===== src/rtl/laser_trigger_sequencer_if.sv =====
// Control, trigger and status signals of the laser trigger sequencer.
// The master side (b2tt glue / slow control) drives the configuration and the
// recovered trigger/frame markers; the slave side (the sequencer) returns the
// laser pulse, busy and the counters.
interface laser_trigger_sequencer_if #(
    parameter int unsigned DELAY_WIDTH    = 16,
    parameter int unsigned PRESCALE_WIDTH = 8
);
    logic                      enable;
    logic                      sync_to_frame;
    logic [DELAY_WIDTH-1:0]    delay;
    logic [PRESCALE_WIDTH-1:0] prescale;
    logic                      trg;
    logic                      frame9;
    logic                      laser;
    logic                      busy;
    logic [31:0]               fire_count;
    logic [15:0]               dropped_count;

    modport master (
        output enable, sync_to_frame, delay, prescale, trg, frame9,
        input  laser, busy, fire_count, dropped_count
    );

    modport slave (
        input  enable, sync_to_frame, delay, prescale, trg, frame9,
        output laser, busy, fire_count, dropped_count
    );
endinterface


===== src/rtl/laser_trigger_sequencer.sv =====
// Laser trigger sequencer: turns the b2tt recovered trigger into a laser fire
// pulse with prescale, optional frame9 alignment, programmable delay, fixed
// pulse width and holdoff. busy reports every non-idle state back to b2tt.
module laser_trigger_sequencer #(
    parameter int unsigned PULSE_CYCLES   = 8,
    parameter int unsigned HOLDOFF_CYCLES = 1282,
    parameter int unsigned DELAY_WIDTH    = 16,
    parameter int unsigned PRESCALE_WIDTH = 8
) (
    input logic                     clock,
    input logic                     reset_n,
    laser_trigger_sequencer_if.slave bus
);

    localparam int unsigned PULSE_W = $clog2(PULSE_CYCLES + 1);
    localparam int unsigned HOLD_W  = $clog2(HOLDOFF_CYCLES + 1);
    localparam int unsigned W1      = (DELAY_WIDTH > HOLD_W) ? DELAY_WIDTH : HOLD_W;
    localparam int unsigned CNT_W   = (W1 > PULSE_W) ? W1 : PULSE_W;

    localparam logic [CNT_W-1:0] PULSE_LAST = CNT_W'(PULSE_CYCLES - 1);
    localparam logic [CNT_W-1:0] HOLD_LAST  = CNT_W'(HOLDOFF_CYCLES - 1);

    typedef enum logic [2:0] {
        S_IDLE,
        S_WAIT_FRAME,
        S_DELAY,
        S_FIRE,
        S_HOLDOFF
    } state_t;

    state_t                    state_q, state_d;

    logic                      trg_cur_q, trg_prev_q;
    logic                      frm_cur_q, frm_prev_q;
    logic                      trg_edge, frm_edge;
    logic                      accept;

    logic [PRESCALE_WIDTH-1:0] presc_cnt_q, presc_cnt_d;
    logic [PRESCALE_WIDTH-1:0] presc_last;
    logic [DELAY_WIDTH-1:0]    delay_q, delay_d;
    logic [CNT_W-1:0]          cnt_q, cnt_d;

    logic                      laser_q, laser_d;
    logic                      busy_q, busy_d;
    logic [31:0]               fire_count_q, fire_count_d;
    logic [15:0]               dropped_count_q, dropped_count_d;

    // Both histories are registered, so an input already high when reset is
    // released produces its edge one cycle later, never in the first cycle.
    assign trg_edge = trg_cur_q & ~trg_prev_q;
    assign frm_edge = frm_cur_q & ~frm_prev_q;

    // prescale of 0 behaves like 1: every trigger is accepted
    assign presc_last = (bus.prescale == '0) ? '0 : bus.prescale - PRESCALE_WIDTH'(1);

    assign accept = (state_q == S_IDLE) && bus.enable && trg_edge &&
                    (presc_cnt_q == presc_last);

    // Input history registers for trg and frame9 edge detection
    always_ff @(posedge clock or negedge reset_n) begin
        if (!reset_n) begin
            trg_cur_q  <= 1'b0;
            trg_prev_q <= 1'b0;
            frm_cur_q  <= 1'b0;
            frm_prev_q <= 1'b0;
        end else begin
            trg_cur_q  <= bus.trg;
            trg_prev_q <= trg_cur_q;
            frm_cur_q  <= bus.frame9;
            frm_prev_q <= frm_cur_q;
        end
    end

    // State register with registered laser and busy outputs
    always_ff @(posedge clock or negedge reset_n) begin
        if (!reset_n) begin
            state_q <= S_IDLE;
            laser_q <= 1'b0;
            busy_q  <= 1'b0;
        end else begin
            state_q <= state_d;
            laser_q <= laser_d;
            busy_q  <= busy_d;
        end
    end

    // Next-state logic; enable only aborts the states before the pulse starts
    always_comb begin
        state_d = state_q;
        case (state_q)
            S_IDLE: begin
                if (accept) begin
                    state_d = bus.sync_to_frame ? S_WAIT_FRAME : S_DELAY;
                end
            end
            S_WAIT_FRAME: begin
                if (!bus.enable) begin
                    state_d = S_IDLE;
                end else if (frm_edge) begin
                    state_d = S_DELAY;
                end
            end
            S_DELAY: begin
                if (!bus.enable) begin
                    state_d = S_IDLE;
                end else if (cnt_q == CNT_W'(delay_q)) begin
                    state_d = S_FIRE;
                end
            end
            S_FIRE: begin
                if (cnt_q == PULSE_LAST) begin
                    state_d = S_HOLDOFF;
                end
            end
            S_HOLDOFF: begin
                if (cnt_q == HOLD_LAST) begin
                    state_d = S_IDLE;
                end
            end
            default: state_d = S_IDLE;
        endcase
    end

    // Output decode from the next state so laser and busy come from flops
    always_comb begin
        laser_d = (state_d == S_FIRE);
        busy_d  = (state_d != S_IDLE);
    end

    // Datapath next values: phase counter, prescale, latched delay, counters
    always_comb begin
        cnt_d           = cnt_q + CNT_W'(1);
        presc_cnt_d     = presc_cnt_q;
        delay_d         = delay_q;
        fire_count_d    = fire_count_q;
        dropped_count_d = dropped_count_q;

        // the phase counter restarts on every state change and idles at zero
        if ((state_d != state_q) || (state_q == S_IDLE) || (state_q == S_WAIT_FRAME)) begin
            cnt_d = '0;
        end

        if (!bus.enable) begin
            presc_cnt_d = '0;
        end else if ((state_q == S_IDLE) && trg_edge) begin
            presc_cnt_d = accept ? '0 : presc_cnt_q + PRESCALE_WIDTH'(1);
        end

        if (accept) begin
            delay_d = bus.delay;
        end

        if ((state_d == S_FIRE) && (state_q != S_FIRE)) begin
            fire_count_d = fire_count_q + 32'd1;
        end

        if ((state_q != S_IDLE) && trg_edge && (dropped_count_q != '1)) begin
            dropped_count_d = dropped_count_q + 16'd1;
        end
    end

    // Datapath registers
    always_ff @(posedge clock or negedge reset_n) begin
        if (!reset_n) begin
            cnt_q           <= '0;
            presc_cnt_q     <= '0;
            delay_q         <= '0;
            fire_count_q    <= '0;
            dropped_count_q <= '0;
        end else begin
            cnt_q           <= cnt_d;
            presc_cnt_q     <= presc_cnt_d;
            delay_q         <= delay_d;
            fire_count_q    <= fire_count_d;
            dropped_count_q <= dropped_count_d;
        end
    end

    assign bus.laser         = laser_q;
    assign bus.busy          = busy_q;
    assign bus.fire_count    = fire_count_q;
    assign bus.dropped_count = dropped_count_q;

    laser_implies_busy_a: assert property (
        @(posedge clock) disable iff (!reset_n) laser_q |-> busy_q
    );

    busy_tracks_state_a: assert property (
        @(posedge clock) disable iff (!reset_n) busy_q == (state_q != S_IDLE)
    );

endmodule


===== src/flat_wrapper.sv =====
// flat-port wrapper written by rule: the top's interface ports become plain ports
module laser_trigger_sequencer_flat 
#(
    parameter int unsigned PULSE_CYCLES   = 8,
    parameter int unsigned HOLDOFF_CYCLES = 1282,
    parameter int unsigned DELAY_WIDTH    = 16,
    parameter int unsigned PRESCALE_WIDTH = 8
)
  (clock, reset_n, bus_enable, bus_sync_to_frame, bus_delay, bus_prescale, bus_trg, bus_frame9, bus_laser, bus_busy, bus_fire_count, bus_dropped_count);
  laser_trigger_sequencer_if #(.DELAY_WIDTH(DELAY_WIDTH), .PRESCALE_WIDTH(PRESCALE_WIDTH)) bus_i ();
  input logic clock;
  input logic reset_n;
  input wire logic [$bits(bus_i.enable)-1:0] bus_enable;
  input wire logic [$bits(bus_i.sync_to_frame)-1:0] bus_sync_to_frame;
  input wire logic [$bits(bus_i.delay)-1:0] bus_delay;
  input wire logic [$bits(bus_i.prescale)-1:0] bus_prescale;
  input wire logic [$bits(bus_i.trg)-1:0] bus_trg;
  input wire logic [$bits(bus_i.frame9)-1:0] bus_frame9;
  output wire logic [$bits(bus_i.laser)-1:0] bus_laser;
  output wire logic [$bits(bus_i.busy)-1:0] bus_busy;
  output wire logic [$bits(bus_i.fire_count)-1:0] bus_fire_count;
  output wire logic [$bits(bus_i.dropped_count)-1:0] bus_dropped_count;
  assign bus_i.enable = bus_enable;
  assign bus_i.sync_to_frame = bus_sync_to_frame;
  assign bus_i.delay = bus_delay;
  assign bus_i.prescale = bus_prescale;
  assign bus_i.trg = bus_trg;
  assign bus_i.frame9 = bus_frame9;
  assign bus_laser = bus_i.laser;
  assign bus_busy = bus_i.busy;
  assign bus_fire_count = bus_i.fire_count;
  assign bus_dropped_count = bus_i.dropped_count;
  laser_trigger_sequencer #(.PULSE_CYCLES(PULSE_CYCLES), .HOLDOFF_CYCLES(HOLDOFF_CYCLES), .DELAY_WIDTH(DELAY_WIDTH), .PRESCALE_WIDTH(PRESCALE_WIDTH)) u_core (.clock(clock), .reset_n(reset_n), .bus(bus_i));
endmodule

===== config.mk =====
export PLATFORM = sky130hd
export DESIGN_NAME = laser_trigger_sequencer_flat
export DESIGN_NICKNAME = d
export VERILOG_FILES = /design/src/rtl/laser_trigger_sequencer_if.sv /design/src/rtl/laser_trigger_sequencer.sv /design/src/flat_wrapper.sv
export SDC_FILE = /design/constraint.sdc
export NUM_CORES = 1
export LEC_CHECK = 0
export ABC_AREA = 1
export BUFFER_PORTS_ARGS = -buffer_cell sky130_fd_sc_hd__buf_2
export CORE_MARGIN = 2
export CORE_UTILIZATION = 45
export DETAILED_ROUTE_END_ITERATION = 10
export PLACE_DENSITY = 0.65
export SETUP_SLACK_MARGIN = 0.3
export SYNTH_ARGS = -nofsm -noshare
export SYNTH_HDL_FRONTEND = slang
export SYNTH_SLANG_ARGS = --single-unit

===== constraint.sdc =====
create_clock -name clock -period 4 [get_ports clock]
set_clock_uncertainty 0.2 [all_clocks]
set_input_delay 1.2 -clock clock [delete_from_list [all_inputs] [get_ports clock]]
set_output_delay 1.2 -clock clock [all_outputs]
set_load 0.01 [all_outputs]

==> run_results.csv <==
group,metric,value,unit
outcome,run_status,"finished clean",
synth,syn-instance-count,640,
synth,seq_area_frac_synth,45.14,%
sta,final-setup-viol-count,0,
synth,mapped_avg_cell_area,8.403,um^2
sta,worst-slew-pin-transition,600.9,ps
cts,cts.reportedPaths.clkPinSlew,60,ps
run,cap_violations,0,
synth,post_synth_num_cell_types,36,
synth,yosys_warnings,0,
sta,postLayoutSetupSlackWorst,775.6,ps
cts,tritoncts.num_buffers,9,
grt,grt_overflow,0,
detailed_routing,wl_per_cell,13.62,um
power,total_power_consumption,0.002041,W
detailed_routing,finalWirelength,11890,um
placed_design,numPortBuffers,79,
layout,finish.cell_count_without_fillers,873,
power,power_density,326.0,nW/um^2
grt,global_route_wire_length_before_repair,20480,um
setup_path,timing_worst_setup_path_type,"in2reg",
setup_path,startpoint_type,"input port",
cts,cts_num_sinks,97,
synth,syn_nets,676,
floorplanning,io_pins,80,
power,power.ir.vdd_worst,0.0002935,V
floorplanning,dieArea,12840,um^2
sta,final_hold_viol_count,0,
synth,yosys.area_share.simple,31.64,%
sta,timing.fmax,310.1,MHz
cts,cts.htree.levels,3,
synth,synth_compound_area_share,2.745,%
floorplanning,chipHeight,113.3,um
floorplanning,die_width,113.3,um
sta,worst_slew_margin_rel,59.94,%
grt,via_count_of_the_first_global_routing_pass,4413,
synth,largest_family_of_logic_cells_by_synthesized_area,"simple AND/OR/NAND/NOR gates",
grt,grt_antenna_before_repair,0,
detailed_routing,drt.antenna.violating_nets,0,
grt,grt_max_degree,54,
cts,clock_tree.root_cell,"clkbuf_16",
sta,rsz_0062_raised_after_global_routing,"false",
synth,xor_xnor_fraction_of_synth_area,12.54,%
setup_path,worstPathRequired,4010,ps
sta,drv_slew,0,
sta,final_min_period_over_clock_period,80.61,%
detailed_routing,drt-initial-drc-count,249,
detailed_routing,drc,0,
setup_path,timing.critical_path.to_type,"register",
setup_path,worst-endpoint-arrival,3230,ps
cts,cts_tree,"yes",
detailed_routing,vias,4458,
synth,netlist_area,5378,um^2
floorplanning,floorplan.rows,39,
cts,clk_path_buf_depth,2,
sta,fin_crit,3224,ps
cts,clock_insertion_delay_worst_skew,350,ps
floorplanning,initial_utilization,46.70,%
synth,synth-adder-area-share,1.396,%
placed_design,dpl.cell_count,857,
sta,holdWs,216.0,ps
placed_design,gp_congestion,0.9269,
floorplanning,placeableCoreArea,11520,um^2
cts,cts.repair.resized,0,
detailed_routing,firstDrtPassIters,4,
cts,cts_hold_buf,0,
layout,num_antenna_cells,0,
layout,nNetsFinal,761,
synth,ys_ff_latch,97,
placed_design,dp.final_hpwl,8859,um
sta,tns,0,ps
setup_path,critical_path_peak_fanout,20,
detailed_routing,detail_route.vias_per_cell,5.107,
synth,synth.area.mux_share,0.2094,%
layout,layout-drive-gt1-share,19.73,%
grt,grt.total_usage,19.70,%
power,total_leakage_power,3.100,nW
placed_design,place_worst_setup_slack,413.7,ps
cts,post_cts.repair.setup_buffers,0,
layout,syn_to_final_growth,16.43,%
hold_path,hp-class,"reg2reg",
[per-layer routing]
layer  GRT usage, %  part of all wire, %
met2          32.57                   47
met4          6.179                  1.6
met1          26.02                   48
met5              0                    0
met3          4.231                  3.5
[cell usage in the layout (no fill, tap or decap), drive strengths merged]
master,Yosys,layout
a41oi,1,1
inv,75,75
mux2,1,1
nor2,79,79
o21ai,15,15
nor4,5,5
a21oi,2,2
nand4,18,18
xor2,52,52
nand3,52,52
or2,2,2
dfrtp,97,97
nor3,46,46
xnor2,25,25
nand2,147,147
bufinv,0,2
nand3b,1,1
clkbuf,2,11
buf,6,82
ha,6,6
a2bb2oi,1,1
clkinv,0,2
o22ai,6,6
clkinvlp,0,1
nor3b,1,1
[cells in the mapped netlist, drive strengths merged]
cell type,number,area share [%]
or2,2,0.28
nor4,5,0.58
nor3b,1,0.14
nand3b,1,0.14
xnor2,25,4.1
xor2,52,8.5
ha,6,1.4
a21oi,2,0.26
o21ai,15,1.5
nand3,52,5.4
nand4,18,2.4
mux2,1,0.21
nor3,46,5.2
clkbuf,2,0.14
a41oi,1,0.16
o22ai,6,0.70
nor2,79,6.5
dfrtp,97,45
buf,6,0.95
a2bb2oi,1,0.16
nand2,147,11
inv,75,5.2
[critical path: stages]
cell and delay, ps:
buf_2 100, inv_1 150, ha_1 250, nand2_2 80
nor2_4 140, nand2_1 90, nand3_1 110, nand2_1 60
nand2_1 70, nand3_2 90, nor2_4 160, nand3_1 120
inv_1 420, o21ai_0 160
[worst paths after layout]
kind / from / to / slack (ps) / cells after the start
setup / recovery: bus_prescale[0] / u_core.delay_q[2] / 780 / 14
hold / removal: u_core.frm_cur_q / u_core.frm_prev_q / 220 / 0
setup reg to reg: u_core.cnt_q[13] / u_core.bus.fire_count[5] / 1340 / 10
hold reg to reg: u_core.frm_cur_q / u_core.frm_prev_q / 220 / 0
max in group asynchronous: reset_n / u_core.bus.fire_count[13] / 2270 / 2
min in group asynchronous: reset_n / u_core.presc_cnt_q[0] / 660 / 1
[cell families after synthesis]
logic type      count (synthesis)
compound gates                 25
xor+xnor                       77
fa+ha+maj                       6
buf+inv                        83
flops                          97
mux                             1
simple gates                  351
[stage by stage]
stage / instance area (um^2) / utilization [%]
after floorplan: 5378 / -
after global placement: 5931 / 51.50
after detailed placement: 5931 / 51.50
after CTS: 6261 / 54.37
after global routing: 6261 / 54.37
final: 6261 / 54.37
[sequential cells by signal, summed over array words and instances, names as in the netlist]
| signal | flops |
|---|---|
| u_core.bus.busy | 1 |
| u_core.bus.dropped_count | 16 |
| u_core.bus.fire_count | 32 |
| u_core.bus.laser | 1 |
| u_core.cnt_q | 16 |
| u_core.delay_q | 16 |
| u_core.frm_cur_q | 1 |
| u_core.frm_prev_q | 1 |
| u_core.presc_cnt_q | 8 |
| u_core.state_q | 3 |
| u_core.trg_cur_q | 1 |
| u_core.trg_prev_q | 1 |
[report_power, final]
| part | switching (W) | total [W] | internal, W |
|---|---|---|---|
| clock | 0.000370 | 0.000950 | 0.000580 |
| combinational | 0.0000619 | 0.0000948 | 0.0000329 |
| sequential | 0.00000714 | 0.000997 | 0.000989 |
[layout make-up]
type	count	area, um^2
flip-flops and latches	97	2427
well taps	143	178.9
fillers	1100	5255
clock inverters	5	77.57
multi-input cells	460	2610
repair buffers	82	432.9
clock buffers	11	252.7
inverters	75	281.5
Note: power is estimated with default switching activity, not from simulation.
